File: src/rtl/mult_div_unit_pkg.sv
// Shared definitions for the multicycle multiply/divide unit: state codes,
// default operand width and the operation tag carried to the FINISH state.
package mult_div_unit_pkg;

    localparam int MD_WIDTH = 32;

    localparam logic [1:0] MD_IDLE   = 2'd0;
    localparam logic [1:0] MD_MULT   = 2'd1;
    localparam logic [1:0] MD_DIV    = 2'd2;
    localparam logic [1:0] MD_FINISH = 2'd3;

    typedef enum logic {
        OP_MULT = 1'b0,
        OP_DIV  = 1'b1
    } md_op_e;

endpackage

File: src/rtl/mult_div_unit_sign_fix.sv
// Conditional two's-complement negation: gives |x| when negate is the sign
// bit, and applies the final quotient/remainder sign after a divide.
module md_sign_fix #(
    parameter int WIDTH = 32
) (
    input  logic [WIDTH-1:0] value,
    input  logic             negate,
    output logic [WIDTH-1:0] result
);

    assign result = negate ? ({WIDTH{1'b0}} - value) : value;

endmodule

File: src/rtl/mult_div_unit.sv
// Multicycle signed multiply (radix-2 Booth) and divide (restoring) unit.
// One iteration per clock; results land in hi/lo with a one-cycle end pulse.
module mult_div_unit
    import mult_div_unit_pkg::*;
#(
    parameter int WIDTH = MD_WIDTH
) (
    input  logic             clock,
    input  logic             reset,
    input  logic             start_mult,
    input  logic             start_div,
    input  logic [WIDTH-1:0] op_a,
    input  logic [WIDTH-1:0] op_b,
    output logic [WIDTH-1:0] hi,
    output logic [WIDTH-1:0] lo,
    output logic             mult_end,
    output logic             div_end,
    output logic             div_zero,
    output logic             busy
);

    localparam int CW = $clog2(WIDTH + 1);

    logic [1:0]    state;
    logic [CW-1:0] count;
    md_op_e        op_kind;
    logic          start_mult_q;
    logic          start_div_q;

    logic signed [WIDTH-1:0] mcand;
    logic [2*WIDTH:0]        acc;
    logic [WIDTH-1:0]        divisor;
    logic [WIDTH-1:0]        quo;
    logic [WIDTH-1:0]        rem;
    logic                    neg_q;
    logic                    neg_r;

    logic mult_go;
    logic div_go;

    logic [WIDTH-1:0] abs_a;
    logic [WIDTH-1:0] abs_b;
    logic [WIDTH-1:0] quo_fixed;
    logic [WIDTH-1:0] rem_fixed;

    logic signed [WIDTH:0] booth_hi;
    logic signed [WIDTH:0] booth_mc;
    logic signed [WIDTH:0] booth_sum;
    logic [2*WIDTH:0]      booth_next;

    logic [WIDTH:0]   div_shift;
    logic             div_fits;
    logic [WIDTH-1:0] div_diff;
    logic [WIDTH-1:0] rem_next;
    logic [WIDTH-1:0] quo_next;

    // A held start level never retriggers; a simultaneous multiply edge wins.
    assign mult_go = (state == MD_IDLE) && start_mult && !start_mult_q;
    assign div_go  = (state == MD_IDLE) && start_div && !start_div_q && !(start_mult && !start_mult_q);
    assign busy    = (state != MD_IDLE);

    md_sign_fix #(.WIDTH(WIDTH)) u_abs_a (
        .value  (op_a),
        .negate (op_a[WIDTH-1]),
        .result (abs_a)
    );

    md_sign_fix #(.WIDTH(WIDTH)) u_abs_b (
        .value  (op_b),
        .negate (op_b[WIDTH-1]),
        .result (abs_b)
    );

    md_sign_fix #(.WIDTH(WIDTH)) u_fix_quo (
        .value  (quo),
        .negate (neg_q),
        .result (quo_fixed)
    );

    md_sign_fix #(.WIDTH(WIDTH)) u_fix_rem (
        .value  (rem),
        .negate (neg_r),
        .result (rem_fixed)
    );

    // Booth step: the add is done one bit wider so -2^(W-1) operands stay exact.
    always_comb begin
        booth_hi = $signed({acc[2*WIDTH], acc[2*WIDTH:WIDTH+1]});
        booth_mc = $signed({mcand[WIDTH-1], mcand});
        case (acc[1:0])
            2'b01:   booth_sum = booth_hi + booth_mc;
            2'b10:   booth_sum = booth_hi - booth_mc;
            default: booth_sum = booth_hi;
        endcase
        booth_next = {booth_sum, acc[WIDTH:1]};
    end

    // Restoring step on magnitudes; the remainder always stays below the divisor.
    always_comb begin
        div_shift = {rem, quo[WIDTH-1]};
        div_fits  = (div_shift >= {1'b0, divisor});
        div_diff  = WIDTH'(div_shift - {1'b0, divisor});
        rem_next  = div_fits ? div_diff : div_shift[WIDTH-1:0];
        quo_next  = {quo[WIDTH-2:0], div_fits};
    end

    always_ff @(posedge clock) begin
        if (reset) begin
            state        <= MD_IDLE;
            count        <= '0;
            op_kind      <= OP_MULT;
            start_mult_q <= 1'b0;
            start_div_q  <= 1'b0;
            hi           <= '0;
            lo           <= '0;
            mult_end     <= 1'b0;
            div_end      <= 1'b0;
            div_zero     <= 1'b0;
        end else begin
            start_mult_q <= start_mult;
            start_div_q  <= start_div;
            mult_end     <= 1'b0;
            div_end      <= 1'b0;
            div_zero     <= 1'b0;
            case (state)
                MD_IDLE: begin
                    if (mult_go) begin
                        state   <= MD_MULT;
                        count   <= '0;
                        op_kind <= OP_MULT;
                    end else if (div_go) begin
                        if (op_b == '0) begin
                            div_end  <= 1'b1;
                            div_zero <= 1'b1;
                        end else begin
                            state   <= MD_DIV;
                            count   <= '0;
                            op_kind <= OP_DIV;
                        end
                    end
                end
                MD_MULT, MD_DIV: begin
                    count <= count + CW'(1);
                    if (count == CW'(WIDTH - 1)) begin
                        state <= MD_FINISH;
                    end
                end
                MD_FINISH: begin
                    state <= MD_IDLE;
                    if (op_kind == OP_DIV) begin
                        hi      <= rem_fixed;
                        lo      <= quo_fixed;
                        div_end <= 1'b1;
                    end else begin
                        hi       <= acc[2*WIDTH:WIDTH+1];
                        lo       <= acc[WIDTH:1];
                        mult_end <= 1'b1;
                    end
                end
                default: state <= MD_IDLE;
            endcase
        end
    end

    // Datapath registers: loaded at the start edge, stepped while iterating.
    always_ff @(posedge clock) begin
        if (mult_go) begin
            mcand <= op_a;
            acc   <= {{WIDTH{1'b0}}, op_b, 1'b0};
        end else if (state == MD_MULT) begin
            acc <= booth_next;
        end

        if (div_go) begin
            divisor <= abs_b;
            quo     <= abs_a;
            rem     <= '0;
            neg_q   <= op_a[WIDTH-1] ^ op_b[WIDTH-1];
            neg_r   <= op_a[WIDTH-1];
        end else if (state == MD_DIV) begin
            rem <= rem_next;
            quo <= quo_next;
        end
    end

endmodule

File: config.mk
export PLATFORM = sky130hd
export DESIGN_NAME = mult_div_unit
export DESIGN_NICKNAME = d
export VERILOG_FILES = /design/src/rtl/mult_div_unit_pkg.sv /design/src/rtl/mult_div_unit_sign_fix.sv /design/src/rtl/mult_div_unit.sv
export SDC_FILE = /design/constraint.sdc
export NUM_CORES = 1
export LEC_CHECK = 0
export BUFFER_PORTS_ARGS = -buffer_cell sky130_fd_sc_hd__buf_2
export CAP_MARGIN = 20
export CORE_MARGIN = 4
export CORE_UTILIZATION = 40
export DETAILED_ROUTE_END_ITERATION = 16
export PLACE_DENSITY = 0.58
export SETUP_SLACK_MARGIN = 0.5
export SYNTH_ARGS = -nofsm -noshare
export SYNTH_HDL_FRONTEND = slang
export SYNTH_SLANG_ARGS = --single-unit
File: constraint.sdc
create_clock -name clock -period 9.18 [get_ports clock]
set_input_delay 0.459 -clock clock [delete_from_list [all_inputs] [get_ports clock]]
set_output_delay 0.459 -clock clock [all_outputs]
set_load 0.02 [all_outputs]
==> results.md <==
* Result of the run: completed
* All-layer global routing usage at 0.223
* Via count of the first global-routing pass at 14900
* Most frequently used flop master after synthesis: dfxtp_1
* Pin count of the biggest net entering global routing at a little under 100
* Share of flip-flops with an asynchronous set or reset after synthesis at 0
* Final Cycle Share at 0.507
* Seq cells post-synth at about 270
* Hold violation total from the final report at 0
* Initial Utilization at 0.404
* IR Drop Worst-Case VDD at approximately 0.15 mV
* Crit Path Category: flip-flop to flip-flop
* Clock H-tree levels at 2
* Antenna Violating Nets Remaining at 0
* Initial antenna violation count at 1
* Iteration-0 DRC count of the detailed router at 1339
* Data arrival time of the critical path at 5.12 ns
* Critical-path cell with the highest stage delay: a2111oi_0
* Worst setup SP type: flip-flop
* Vert. Die Dim at approximately 220 µm
* Quantity of gates resized following cts at 0
* Post-placement setup slack at between 4 and 5 ns
* Path type of the worst min-delay path: input port to flip-flop
* Port Buffers at around 140
* Total power density per cell area at 334 nW/µm²
* Routed wire length at 54600 µm
* Max transition margin at 0.335
* Post-synthesis sequential area ratio at 0.379
* Number of CTS-inserted buffers at 34
* Number of top-level design ports at 136
* Critical path fanouts, max at 7
* Fraction of layout instances using a drive strength above 1 at 0.111
* Die ar. at 48100 µm²
* Actual transition at the worst max-transition pin at ~1 ns
* Post-layout min period at 4.65 ns
* Mean instance size in the synthesized netlist at 8.46 µm²
* DRC at 0
* Die W at 219 µm
* Setup total negative slack at 0 ns
* Type of element capturing the critical path: flip-flop
* CTS tree: yes
* R2r setup slk at 4.53 ns
* Net total in the final layout at 2326
* Clk_skew at between 0.02 and 0.025 ns
* Detailed-placement wirelength estimate at 41800 µm
* Max-slew violation count at 0
* Total setup buffers inserted after CTS at 0
* Number of maximum-capacitance constraint violations at 0
* Yosys warnings at 0
* Critical path, cell by cell: nor3_1 > nand4b_1 > nor2b_1 > inv_1 > nor3_1 > nand2_1 > nor2_1 > nor2_1 > xnor2_1 > ha_1 > a21o_1 > a21oi_1 > o21ai_0 > a2111oi_0 > o21bai_1 > a22oi_1 > nor2_1 > o21a_1 > nor3_1
* Detailed-route vias per instance at 5.60
* Area Growth Syn to Fin at 12.9%
* Clock latency of the later-clocked register in the worst-skew pair at between 0.5 and 0.6 ns
* Cells after synthesis at 2111
* Syn Nets at 2257
* CTS Sinks at 273
* Number of optimization iterations in the first detailed-route pass at 7
* Commonest cells after routing, fill and taps aside: nand2_1 (268), nor2_1 (212), a21oi_1 (165), o21ai_0 (158), dfxtp_1 (142)
* Worst EP required at 9.64 ns
* Cts-stage hold buffer count at 0
* Remaining global-route overflow at 0
* Footprint of the multi-input gates at 10400 µm²
* Number of standard-cell rows in the floorplan at slightly below 80
* Worst slack on hold paths at 0.120 ns
* P_leak at 8.05 nW
* Placer's final routability congestion estimate at 0.930
* Utilization of the core after routing at 0.456
* Synthesized cell area at ~18000 µm²
* Leading cell type in the layout, fill and taps excluded: nand2_1
* Wire length of the first global-routing pass at 84800 µm
* Synth cell types at 80
* RSZ-0062 raised after global routing: no
* Master cell of the clock root buffer: clkbuf_16
* N_diodes at 0
* Final number of setup-violating endpoints at 0
* Fill count at 4334
* Sequential standard cell area at 6770 µm²
* Routed via count at 15700
* Total core area at 44200 µm²
* Deepest clock path buffer count at 3
* Maximum clock frequency at about 210 MHz
* Number of enable-type register cells in the synthesized netlist at between 100 and 150
* Worst-path clk slew at 0.06 ns
* Critical Path Max Stage Delay at 0.63 ns
* Routed wire length per instance at 19.5 µm
* Worst setup slack after layout at 4.53 ns
[cells by family (layout without fill, tap and decap cells)]
group | after synthesis | in the layout | synth area share
XOR/XNOR | 200 | 200 | 0.0980
AND/OR/NAND/NOR | 736 | 736 | 0.191
adder cells (fa/ha/maj) | 78 | 78 | 0.0555
AO/OA/AOI/OAI | 556 | 556 | 0.192
buffers and inverters | 190 | 284 | 0.0406
multiplexers | 78 | 78 | 0.0438
flip-flops | 273 | 273 | 0.379
[metrics by stage]
step	power, mW	instances	cell area (µm²)
3_5_place_dp	5.33	2735	19000
5_1_grt	7.25	2797	20200
2_1_floorplan	4.40	2111	17900
3_3_place_gp	5.29	2734	19000
4_1_cts	6.76	2796	20200
6_report	6.75	2797	20200
[path summary, 6_finish.rpt]
path,from,to,cells after the start
worst max-delay path,mcand[3],acc[64],19
worst min-delay path,op_a[28],mcand[28],1
worst max register to register,mcand[3],acc[64],19
worst min register to register,count[5],count[5],2
[cell usage after synthesis, types with 15 or more instances]
cell type	n	area share
nor2_1	212	0.045
xnor2_1	96	0.047
a21oi_1	165	0.046
mux2i_1	77	0.043
a211oi_1	16	0.0067
nand2_1	268	0.056
o31ai_1	39	0.016
nand4_1	18	0.0063
nand2b_1	24	0.0084
ha_1	76	0.053
nand3_1	63	0.018
dfxtp_1	143	0.16
nor3_1	34	0.0095
clkbuf_1	99	0.021
or4_1	16	0.0067
o21ai_0	158	0.044
o21bai_1	15	0.0063
or3_1	17	0.0060
nor2b_1	22	0.0077
edfxtp_1	130	0.22
inv_1	72	0.015
o41ai_1	15	0.0074
a21o_1	23	0.0097
a31oi_1	37	0.013
xor2_1	104	0.051
[critical path: cells and delay by family, from the launching register on]
family / cells / cell delay (ns)
AO/OA/AOI/OAI: 7 / 1.62
XOR/XNOR: 1 / 0.13
adder cells (fa/ha/maj): 1 / 0.37
buffers and inverters: 1 / 0.09
flip-flops: 1 / 0.42
AND/OR/NAND/NOR: 9 / 1.90
[area by class of cell]
type,instances,area share
clock inverters,18,0.0121
well taps,592,0.0367
repair buffers,150,0.0410
multi-input cells,1648,0.515
flip-flops and latches,273,0.336
inverters,73,0.0136
clock buffers,43,0.0458
[per-layer routing]
layer,track usage,vias up,part of all wire
li1,-,7687,-
met1,0.302,7478,0.45
met2,0.364,433,0.46
met3,0.0436,70,0.064
met4,0.0607,2,0.025
met5,0,-,0.00024
[where the power goes]
group	internal, mW	total (mW)	leakage [nW]	switching [mW]
Sequential	1.69	2.12	2.40	0.434
Clock	0.839	1.40	0.568	0.566
Combinational	1.24	3.22	5.08	1.99
Total	3.76	6.75	8.05	2.99
[state kept, by name, summed over array words and instances (netlist names)]
signal / count
quo: 32
lo: 32
state: 2
hi: 32
acc: 65
count: 6
div_end: 1
div_zero: 1
neg_r: 1
mult_end: 1
op_kind: 1
mcand: 32
neg_q: 1
rem: 32
divisor: 32
start_mult_q: 1
start_div_q: 1
Note: power is estimated with default switching activity, not from simulation.
